==> src/rtl/lsu_seq_pkg.sv <==
// lsu_seq_pkg
//   Shared definitions for the LSU access sequencer: the sequencer state
//   encoding and the access-size codes understood by the LSU.
//   No ports (package).
package lsu_seq_pkg;

  // Sequencer states: IDLE waits for work, ISSUE walks the beats of one
  // request, DONE is the response cycle (which can also accept new work).
  typedef enum logic [1:0] {
    IDLE  = 2'b00,
    ISSUE = 2'b01,
    DONE  = 2'b10
  } seq_state_e;

  // Access-size codes; 2'b11 is treated like a word access.
  localparam logic [1:0] SZ_BYTE = 2'b00;
  localparam logic [1:0] SZ_HALF = 2'b01;
  localparam logic [1:0] SZ_WORD = 2'b10;

  // True for word-class sizes (10 and 11).
  function automatic logic is_word_size(input logic [1:0] size);
    return size[1];
  endfunction

endpackage

==> src/rtl/lsu_misalign_chk.sv <==
// lsu_misalign_chk
//   Combinational alignment checker. Decides whether an access must be
//   broken into byte beats and how many beats the request needs.
//   Ports:
//     addr_lo    in  2  low two bits of the byte address
//     size       in  2  access size code (byte/half/word, 11 = word)
//     misaligned out 1  access crosses its natural alignment
//     beats      out 3  number of LSU beats: 1, 2 (half) or 4 (word)
module lsu_misalign_chk
  import lsu_seq_pkg::*;
(
  input  logic [1:0] addr_lo,
  input  logic [1:0] size,
  output logic       misaligned,
  output logic [2:0] beats
);

  // Byte accesses can never be misaligned; halves need bit 0 clear and
  // words need both low bits clear.
  always_comb begin
    misaligned = 1'b0;
    beats      = 3'd1;
    if (is_word_size(size)) begin
      if (addr_lo != 2'b00) begin
        misaligned = 1'b1;
        beats      = 3'd4;
      end
    end else if (size == SZ_HALF) begin
      if (addr_lo[0]) begin
        misaligned = 1'b1;
        beats      = 3'd2;
      end
    end
  end

endmodule

==> src/rtl/lsu_access_seq.sv <==
// lsu_access_seq
//   Access sequencer between the memory stage and the LSU. Accepts one
//   load/store at a time, issues aligned accesses as a single beat and
//   splits misaligned half/word accesses into little-endian byte beats,
//   reassembling load bytes with final sign/zero extension.
//   Optional feature: define LSU_SEQ_PERF_EN to build the split-request
//   counter behind o_split_cnt; otherwise o_split_cnt is tied to 0.
//   Ports:
//     i_clk, i_reset_n              clock, async active-low reset
//     i_req_valid / o_req_ready     request handshake
//     i_req_addr/size/signed/wren/wdata   request fields
//     o_rsp_valid / o_rsp_rdata     one-cycle completion pulse and load data
//     o_busy                        sequencer not idle
//     o_lsu_addr/st_data/size/signed/wren  aligned access to the LSU
//     i_lsu_ld_data                 LSU read data (combinational)
//     o_split_cnt                   number of misaligned requests accepted
module lsu_access_seq
  import lsu_seq_pkg::*;
(
  input  logic        i_clk,
  input  logic        i_reset_n,
  input  logic        i_req_valid,
  output logic        o_req_ready,
  input  logic [31:0] i_req_addr,
  input  logic [1:0]  i_req_size,
  input  logic        i_req_signed,
  input  logic        i_req_wren,
  input  logic [31:0] i_req_wdata,
  output logic        o_rsp_valid,
  output logic [31:0] o_rsp_rdata,
  output logic        o_busy,
  output logic [31:0] o_lsu_addr,
  output logic [31:0] o_lsu_st_data,
  output logic [1:0]  o_lsu_size,
  output logic        o_lsu_signed,
  output logic        o_lsu_wren,
  input  logic [31:0] i_lsu_ld_data,
  output logic [31:0] o_split_cnt
);

  seq_state_e  state;
  seq_state_e  state_next;
  logic        req_ready;
  logic        accept;

  logic        chk_mis;
  logic [2:0]  chk_beats;
  logic [1:0]  chk_last;

  logic [1:0]  beat_cnt;
  logic [1:0]  last_q;
  logic        mis_q;
  logic [1:0]  size_q;
  logic        signed_q;
  logic        wren_q;
  logic [23:0] wdata_hi_q;
  logic [31:0] acc_q;

  logic [31:0] lsu_addr_q;
  logic [31:0] lsu_st_data_q;
  logic [1:0]  lsu_size_q;
  logic        lsu_signed_q;

  logic        rsp_valid_q;
  logic [31:0] rsp_rdata_q;

  logic [31:0] assembled;
  logic [31:0] final_data;
  logic [7:0]  next_byte;

  lsu_misalign_chk u_chk (
    .addr_lo    (i_req_addr[1:0]),
    .size       (i_req_size),
    .misaligned (chk_mis),
    .beats      (chk_beats)
  );

  assign chk_last = 2'(chk_beats - 3'd1);

  // State register.
  always_ff @(posedge i_clk or negedge i_reset_n) begin
    if (!i_reset_n) begin
      state <= IDLE;
    end else begin
      state <= state_next;
    end
  end

  // Next-state logic. A request can be taken in DONE, overlapping the
  // response cycle of the previous request.
  always_comb begin
    state_next = state;
    req_ready  = (state == IDLE) || (state == DONE);
    accept     = i_req_valid && req_ready;
    case (state)
      IDLE:    if (accept) state_next = ISSUE;
      ISSUE:   if (beat_cnt == last_q) state_next = DONE;
      DONE:    state_next = accept ? ISSUE : IDLE;
      default: state_next = IDLE;
    endcase
  end

  // Load assembly: the current beat's low byte lands in result byte k.
  always_comb begin
    assembled = acc_q;
    assembled[{beat_cnt, 3'b000} +: 8] = i_lsu_ld_data[7:0];
  end

  // Final load value: aligned data passes straight through; split halves
  // get extended from byte 1, split words need no extension.
  always_comb begin
    final_data = assembled;
    if (!mis_q) begin
      final_data = i_lsu_ld_data;
    end else if (size_q == SZ_HALF) begin
      final_data = {(signed_q ? {16{assembled[15]}} : 16'h0000), assembled[15:0]};
    end
  end

  // Store byte for the beat after the current one. Byte 0 is driven at
  // acceptance directly from the request, so only bytes 1..3 are kept.
  always_comb begin
    case (beat_cnt)
      2'd0:    next_byte = wdata_hi_q[7:0];
      2'd1:    next_byte = wdata_hi_q[15:8];
      default: next_byte = wdata_hi_q[23:16];
    endcase
  end

  // Request latch, beat sequencing and response generation. LSU address,
  // size, signed and store data are registered so they hold their last
  // value between requests; the first beat is loaded at acceptance.
  always_ff @(posedge i_clk or negedge i_reset_n) begin
    if (!i_reset_n) begin
      beat_cnt      <= 2'd0;
      last_q        <= 2'd0;
      mis_q         <= 1'b0;
      size_q        <= SZ_BYTE;
      signed_q      <= 1'b0;
      wren_q        <= 1'b0;
      wdata_hi_q    <= 24'h0;
      acc_q         <= 32'h0;
      lsu_addr_q    <= 32'h0;
      lsu_st_data_q <= 32'h0;
      lsu_size_q    <= SZ_BYTE;
      lsu_signed_q  <= 1'b0;
      rsp_valid_q   <= 1'b0;
      rsp_rdata_q   <= 32'h0;
    end else begin
      rsp_valid_q <= 1'b0;
      rsp_rdata_q <= 32'h0;
      if (accept) begin
        beat_cnt   <= 2'd0;
        last_q     <= chk_last;
        mis_q      <= chk_mis;
        size_q     <= i_req_size;
        signed_q   <= i_req_signed;
        wren_q     <= i_req_wren;
        wdata_hi_q <= i_req_wdata[31:8];
        acc_q      <= 32'h0;
        lsu_addr_q <= i_req_addr;
        if (chk_mis) begin
          lsu_size_q    <= SZ_BYTE;
          lsu_signed_q  <= 1'b0;
          lsu_st_data_q <= {24'h0, i_req_wdata[7:0]};
        end else begin
          lsu_size_q    <= i_req_size;
          lsu_signed_q  <= i_req_signed;
          lsu_st_data_q <= i_req_wdata;
        end
      end else if (state == ISSUE) begin
        if (beat_cnt == last_q) begin
          rsp_valid_q <= 1'b1;
          rsp_rdata_q <= wren_q ? 32'h0 : final_data;
        end else begin
          beat_cnt      <= beat_cnt + 2'd1;
          acc_q         <= assembled;
          lsu_addr_q    <= lsu_addr_q + 32'd1;
          lsu_st_data_q <= {24'h0, next_byte};
        end
      end
    end
  end

`ifdef LSU_SEQ_PERF_EN
  logic [31:0] split_cnt_q;

  // Counts accepted misaligned requests; wraps naturally at 2^32.
  always_ff @(posedge i_clk or negedge i_reset_n) begin
    if (!i_reset_n) begin
      split_cnt_q <= 32'h0;
    end else if (accept && chk_mis) begin
      split_cnt_q <= split_cnt_q + 32'd1;
    end
  end

  assign o_split_cnt = split_cnt_q;
`else
  assign o_split_cnt = 32'h0;
`endif

  assign o_req_ready   = req_ready;
  assign o_busy        = (state != IDLE);
  assign o_rsp_valid   = rsp_valid_q;
  assign o_rsp_rdata   = rsp_rdata_q;
  assign o_lsu_addr    = lsu_addr_q;
  assign o_lsu_st_data = lsu_st_data_q;
  assign o_lsu_size    = lsu_size_q;
  assign o_lsu_signed  = lsu_signed_q;
  assign o_lsu_wren    = (state == ISSUE) && wren_q;

endmodule

==> config.mk <==
export PLATFORM = sky130hd
export DESIGN_NAME = lsu_access_seq
export DESIGN_NICKNAME = d
export VERILOG_FILES = /design/src/rtl/lsu_seq_pkg.sv /design/src/rtl/lsu_misalign_chk.sv /design/src/rtl/lsu_access_seq.sv
export SDC_FILE = /design/constraint.sdc
export NUM_CORES = 1
export LEC_CHECK = 0
export BUFFER_PORTS_ARGS = -buffer_cell sky130_fd_sc_hd__buf_2
export CAP_MARGIN = 20
export CORE_UTILIZATION = 55
export CTS_BUF_LIST = sky130_fd_sc_hd__clkbuf_4 sky130_fd_sc_hd__clkbuf_8
export DETAILED_ROUTE_END_ITERATION = 8
export PLACE_DENSITY = 0.85
export REMOVE_ABC_BUFFERS = 1
export SYNTH_ARGS = -nofsm -noshare
export SYNTH_HDL_FRONTEND = slang
export SYNTH_SLANG_ARGS = --single-unit
==> constraint.sdc <==
create_clock -name i_clk -period 4.24 [get_ports i_clk]
set_clock_uncertainty 0.15 [all_clocks]
set_input_delay 0.212 -clock i_clk [delete_from_list [all_inputs] [get_ports i_clk]]
set_output_delay 0.212 -clock i_clk [all_outputs]
set_load 0.05 [all_outputs]
* After elaboration in Yosys (flattened, before gate mapping)
Cells that the tools add are included.
** Word-level totals
- Register bits :: 167
** Operators by class
- Reduce and logical (&&, ||, !) cells :: 10
- Eq/ne operators :: 9
- Muxes and demuxes :: 39
- Add/subtract/negate cells :: 4
- Shift-type cells :: 2
** Operator list (number)
- $mux W32 :: 16
- $add A32 B1 Y32 const B :: 1
- $bwmux W32 :: 1
- $shift A8 B7 Y32 const A :: 1
- $shiftx A8 B7 Y32 :: 1
- $mux W2 :: 9
- $mux W16 :: 1
- $pmux W8 S2 :: 1
- $mux W1 :: 10
- $eq A2 B1 Y1 const B :: 4
- $neg A5 Y7 :: 1
- $ne A2 B2 Y1 const B :: 3
- $pmux W2 S3 :: 1
- $reduce_bool A2 Y1 :: 3
- $logic_not A2 Y1 :: 2
- $reduce_and A2 Y1 :: 2
- $add A2 B1 Y2 const B :: 1
- $eq A2 B2 Y1 :: 1
- $eq A2 B2 Y1 const B :: 1
- $logic_and A1 B1 Y1 :: 2
- $sub A2 B1 Y2 const B :: 1
- $logic_or A1 B1 Y1 :: 1

* Longest topological paths before layout
- Depth after elaboration :: 10
- Depth in mapped cells :: 8

* Hierarchy
Synthesis repeated with hierarchy kept, for this count alone.
** Unflattened totals
- Cells, all modules :: 809
- Area, all modules :: 7835.0 um^2
** By module, submodules not included
- lsu_access_seq :: area an instance 7797.5 um^2, times used 1, cells an instance 804
- lsu_misalign_chk :: area an instance 37.5 um^2, times used 1, cells an instance 5

* Worst setup path before layout
No wires, ideal clock.
- Path type :: flip-flop to flip-flop
- Start point :: register lsu_addr_q[0], in the netlist o_lsu_addr[0]
- End point :: register lsu_addr_q[28], in the netlist o_lsu_addr[28]
- Buffers on the path :: 0
- Setup slack :: 1.904 ns
- Library setup time :: 0.070 ns
- Arrival time :: 2.116 ns
- Stages on the path, launching flop included :: 7
- Clock period less this slack :: 2.336 ns
- Path through :: dfrtp_1 ha_1 nand4_1 nor3_2 nand4_1 or3_1 nand3_1
** Between the ends
- Word-level cells in the longest chain between the ends :: 4
** RTL lines
- from (decl) :: line lsu_access_seq.sv:59 : logic [31:0] lsu_addr_q;
- from (signal assigned) :: line lsu_access_seq.sv:161 : lsu_addr_q <= i_req_addr;
- from (signal assigned) :: line lsu_access_seq.sv:178 : lsu_addr_q <= lsu_addr_q + 32'd1;
- $add A32 B1 Y32 :: line lsu_access_seq.sv:178
- $mux W32 :: line lsu_access_seq.sv:172 : if (beat_cnt == last_q) begin
- $mux W32 :: line lsu_access_seq.sv:171 : end else if (state == ISSUE) begin
- $mux W32 :: line lsu_access_seq.sv:152 : if (accept) begin
No other way between the ends. The select of a mux whose other input is x is not followed.
A chain may end at the register's enable or synchronous reset.

* Final worst setup path
- Start point :: register mis_q
- End point :: register rsp_rdata_q[17], in the netlist o_rsp_rdata[17]
** Between the ends
- Word-level cells in the longest chain between the ends :: 5
** RTL lines
- from (decl) :: line lsu_access_seq.sv:52 : logic mis_q;
- from (signal assigned) :: line lsu_access_seq.sv:155 : mis_q <= chk_mis;
- $mux W32 :: line lsu_access_seq.sv:113 : if (!mis_q) begin
- $mux W32 :: line lsu_access_seq.sv:174 : rsp_rdata_q <= wren_q ? 32'h0 : final_data;
- $mux W32 :: line lsu_access_seq.sv:172
- $mux W32 :: line lsu_access_seq.sv:171
- $mux W32 :: line lsu_access_seq.sv:152
- to (signal assigned) :: line lsu_access_seq.sv:174
- to (decl) :: line lsu_access_seq.sv:65 : logic [31:0] rsp_rdata_q;
No other way between the ends.

==> results.toml <==
[sta]
period_minus_slack_ns = 2.91
setup_viol = 0
hold_viol = 0
clock.fmax_mhz = 343
worst_slack_ns = 1.33
timing.slew.headroom_pct = 35.0
final_max_slew_viol_count = 0
rsz0062_at_grt = "no"
hold_ws_ns = 0.178
fin_crit_sh_pct = 68.7
tightest_slew_ns = 0.967

[final_layout]
antenna_cells = 0
final_nets = 1205
layout-drive-gt1-share_pct = 23.5
design_area_um2 = 10200
fin_util_pct = 76.2
layout.cells.non_filler = 1284
areaGrowthSynthToFinish_pct = 33.7
num-fill-cells = 871

[critical_path]
cp_slowest_cell = "dfrtp_1"
end_kind = "flip-flop"
required_ns = 4.39
path_class = "reg -> reg"
slowest_delay_ns = 0.74
start_kind = "flip-flop"
worstPathCellList = "xor2_1 > nor4_2 > nand2b_1 > a311o_1 > o2bb2ai_1"
cp.arrival_ns = 3.07
reg2reg_slack_ns = 1.33
critPathMaxFanout = 20

[floorplan]
initial_core_util_pct = 57.0
dieHeight_um = 120
die_area_um2 = 14400
fp-row-count = 42
core_area_um2 = 13400
pin_count = 238
die_x_um = 120

[placement]
dp_hpwl_um = 12700
dpl_cell_area_um2 = 8690
gp_congestion = 0.837
dp_cells = 1150
dp_slack_ns = 1.44
io_buffers = 205

[drt]
drt_iter0_markers = 733
post_drt_wl_per_cell_um = 17.3
drc = 0
num_vias = 7318
postRouteAntennaNets = 0
viasPerCell = 5.70
wl_um = 22200
firstDrtPassIters = 7

[synthesis]
yosys-top-cells-area = "dfrtp_1, nand2_1, o21ai_0, a22oi_1, buf_4"
mappedNetlistArea_um2 = 7640
yosysWarningCount = 0
syn_avg_cell_area_um2 = 9.52
synth_cell_types = 49
synthFlopType = "dfrtp_1"
syn_inst = 803
async_flop_share_pct = 100
yosysSeqAreaShare_pct = 54.4
ys_ff_latch = 166
ys_top_cells_by_count = "nand2_1, dfrtp_1, o21ai_0"
synth.most_common_cell = "nand2_1"
synth_top_area_cell = "dfrtp_1"
synth-edff-count = 0
yosysTopAreaCellShare_pct = 54.4

[power_and_ir_drop]
clock_power_share_pct = 18.2
p_sw_w = 0.00386
p_seq_share_pct = 33.4
max-vdd-ir-drop_mv = 0.655
power.internal_w = 0.00395
comb_power_share_pct = 48.4
p_sw_share_pct = 49.4
power.density_nw_per_um2 = 764
p_leak_nw = 5.00

[clock_tree]
clock_sinks = 166
cts_buffers = 17
cts-root-buf = "clkbuf_8"
cts_tree = "done"
clk_pin_slew_ns = 0.08
clockBufferDepth = 2
htreeDepth = 4
clk_latency_ns = 0.46

[outcome]
status = "complete, no violations"

[global_routing]
antenna_found_initial = 0
grt-ovfl-total = 0
first_global_vias = 7133
grt_max_degree = 104
grt_pass1_wl_um = 35300
gr-usage-all-layers_pct = 31.8

[flow_run]
drv_cap = 0

[worst_hold_path]
hold_class = "in -> reg"
-- logic make-up after synthesis --
family | after synthesis | synth area share (%)
and+or+nand+nor | 327 | 19.8
AOI/OAI and AO/OA | 212 | 18.2
DFF | 166 | 54.4
buffers and inverters | 87 | 6.12
adders and majority gates | 7 | 1.15
xor gates and xnor gates | 3 | 0.344
other | 1 | 0.0491
-- layout make-up --
cell class	instances	area, µm²	share of cell area [%]
multi-input combinational	581	3160	30.9
sequential	166	4150	40.7
inverter	12	45.0	0.441
tap	176	220	2.16
timing repair buffer	317	2130	20.8
clock buffer	24	318	3.11
clock inverter	8	190	1.86
-- cells in the final DEF (no fill, tap or decap), types with 3 or more instances in the layout --
cell | Yosys | final
buf_2 | 8 | 204
nand2_1 | 177 | 176
dfrtp_1 | 166 | 166
dlygate4sd3_1 | 0 | 102
o21ai_0 | 73 | 73
nand3_1 | 48 | 48
a22oi_1 | 37 | 37
conb_1 | 1 | 32
nor2_1 | 31 | 30
a21oi_1 | 30 | 30
nor2b_1 | 27 | 26
clkbuf_8 | 0 | 22
o2bb2ai_1 | 16 | 16
o211ai_1 | 15 | 15
inv_1 | 10 | 10
nand4_1 | 10 | 10
o311ai_0 | 10 | 10
buf_4 | 33 | 10
a22o_1 | 9 | 9
a211oi_1 | 8 | 8
ha_1 | 7 | 7
nor3_1 | 6 | 6
bufinv_16 | 0 | 6
and3_1 | 4 | 4
or3_1 | 4 | 4
nor4_1 | 4 | 4
and2_1 | 3 | 3
a221o_1 | 3 | 3
-- path summary, 6_finish.rpt --
kind | from | endpoint | cells past startpoint
min in group asynchronous | i_reset_n | o_rsp_rdata[0] | 2
hold reg to reg | size_q[0] | size_q[0] | 2
setup reg to reg | mis_q | o_rsp_rdata[17] | 5
max in group asynchronous | i_reset_n | o_lsu_st_data[0] | 3
setup / recovery | mis_q | o_rsp_rdata[17] | 5
hold / removal | i_req_valid | state[0] | 4
-- flip-flops by register name, summed over array words and instances, names as in the netlist, 2 cells and up --
register,count
o_rsp_rdata,32
acc_q,32
o_lsu_size,2
o_lsu_addr,32
wdata_hi_q,24
o_lsu_st_data,32
beat_cnt,2
state,2
size_q,2
-- critical path, delay by kind of cell, from the launching register on --
| kind | cells | cell delay (ns) |
|---|---|---|
| compound gates | 2 | 0.85 |
| xor+xnor | 1 | 0.44 |
| flops | 1 | 0.74 |
| simple gates | 2 | 0.58 |
-- per-stage QoR --
stage / total power, W / setup TNS (ns)
floorplan: 0.00520 / -38.82
global placement: 0.00615 / 0
detailed placement: 0.00623 / 0
CTS: 0.00771 / 0
global route: 0.00823 / 0
finish: 0.00780 / 0
-- routing by layer --
layer / part of all wire (%) / GRT usage (%) / up-vias
met5: 0 / 0 / -
met4: 2.8 / 14.2 / 0
met3: 6.7 / 5.66 / 62
met2: 51 / 53.9 / 418
met1: 40 / 39.8 / 3479
li1: - / - / 3359
-- power groups by stage --
stage | Sequential (W) | Combinational (W) | Clock (W)
2_1_floorplan | 0.00370 | 0.00151 | 0
3_3_place_gp | 0.00259 | 0.00357 | 0
3_5_place_dp | 0.00260 | 0.00363 | 0
4_1_cts | 0.00258 | 0.00371 | 0.00142
5_1_grt | 0.00268 | 0.00405 | 0.00150
6_report | 0.00261 | 0.00377 | 0.00142
-- timing repair --
action,CTS,global route
buffers inserted,0,0
endpoints found under the setup margin,0,0
hold buffers,102,0
resized for setup,0,0
endpoints found under the hold margin,237,0
Power figures use the tool's default switching activity.
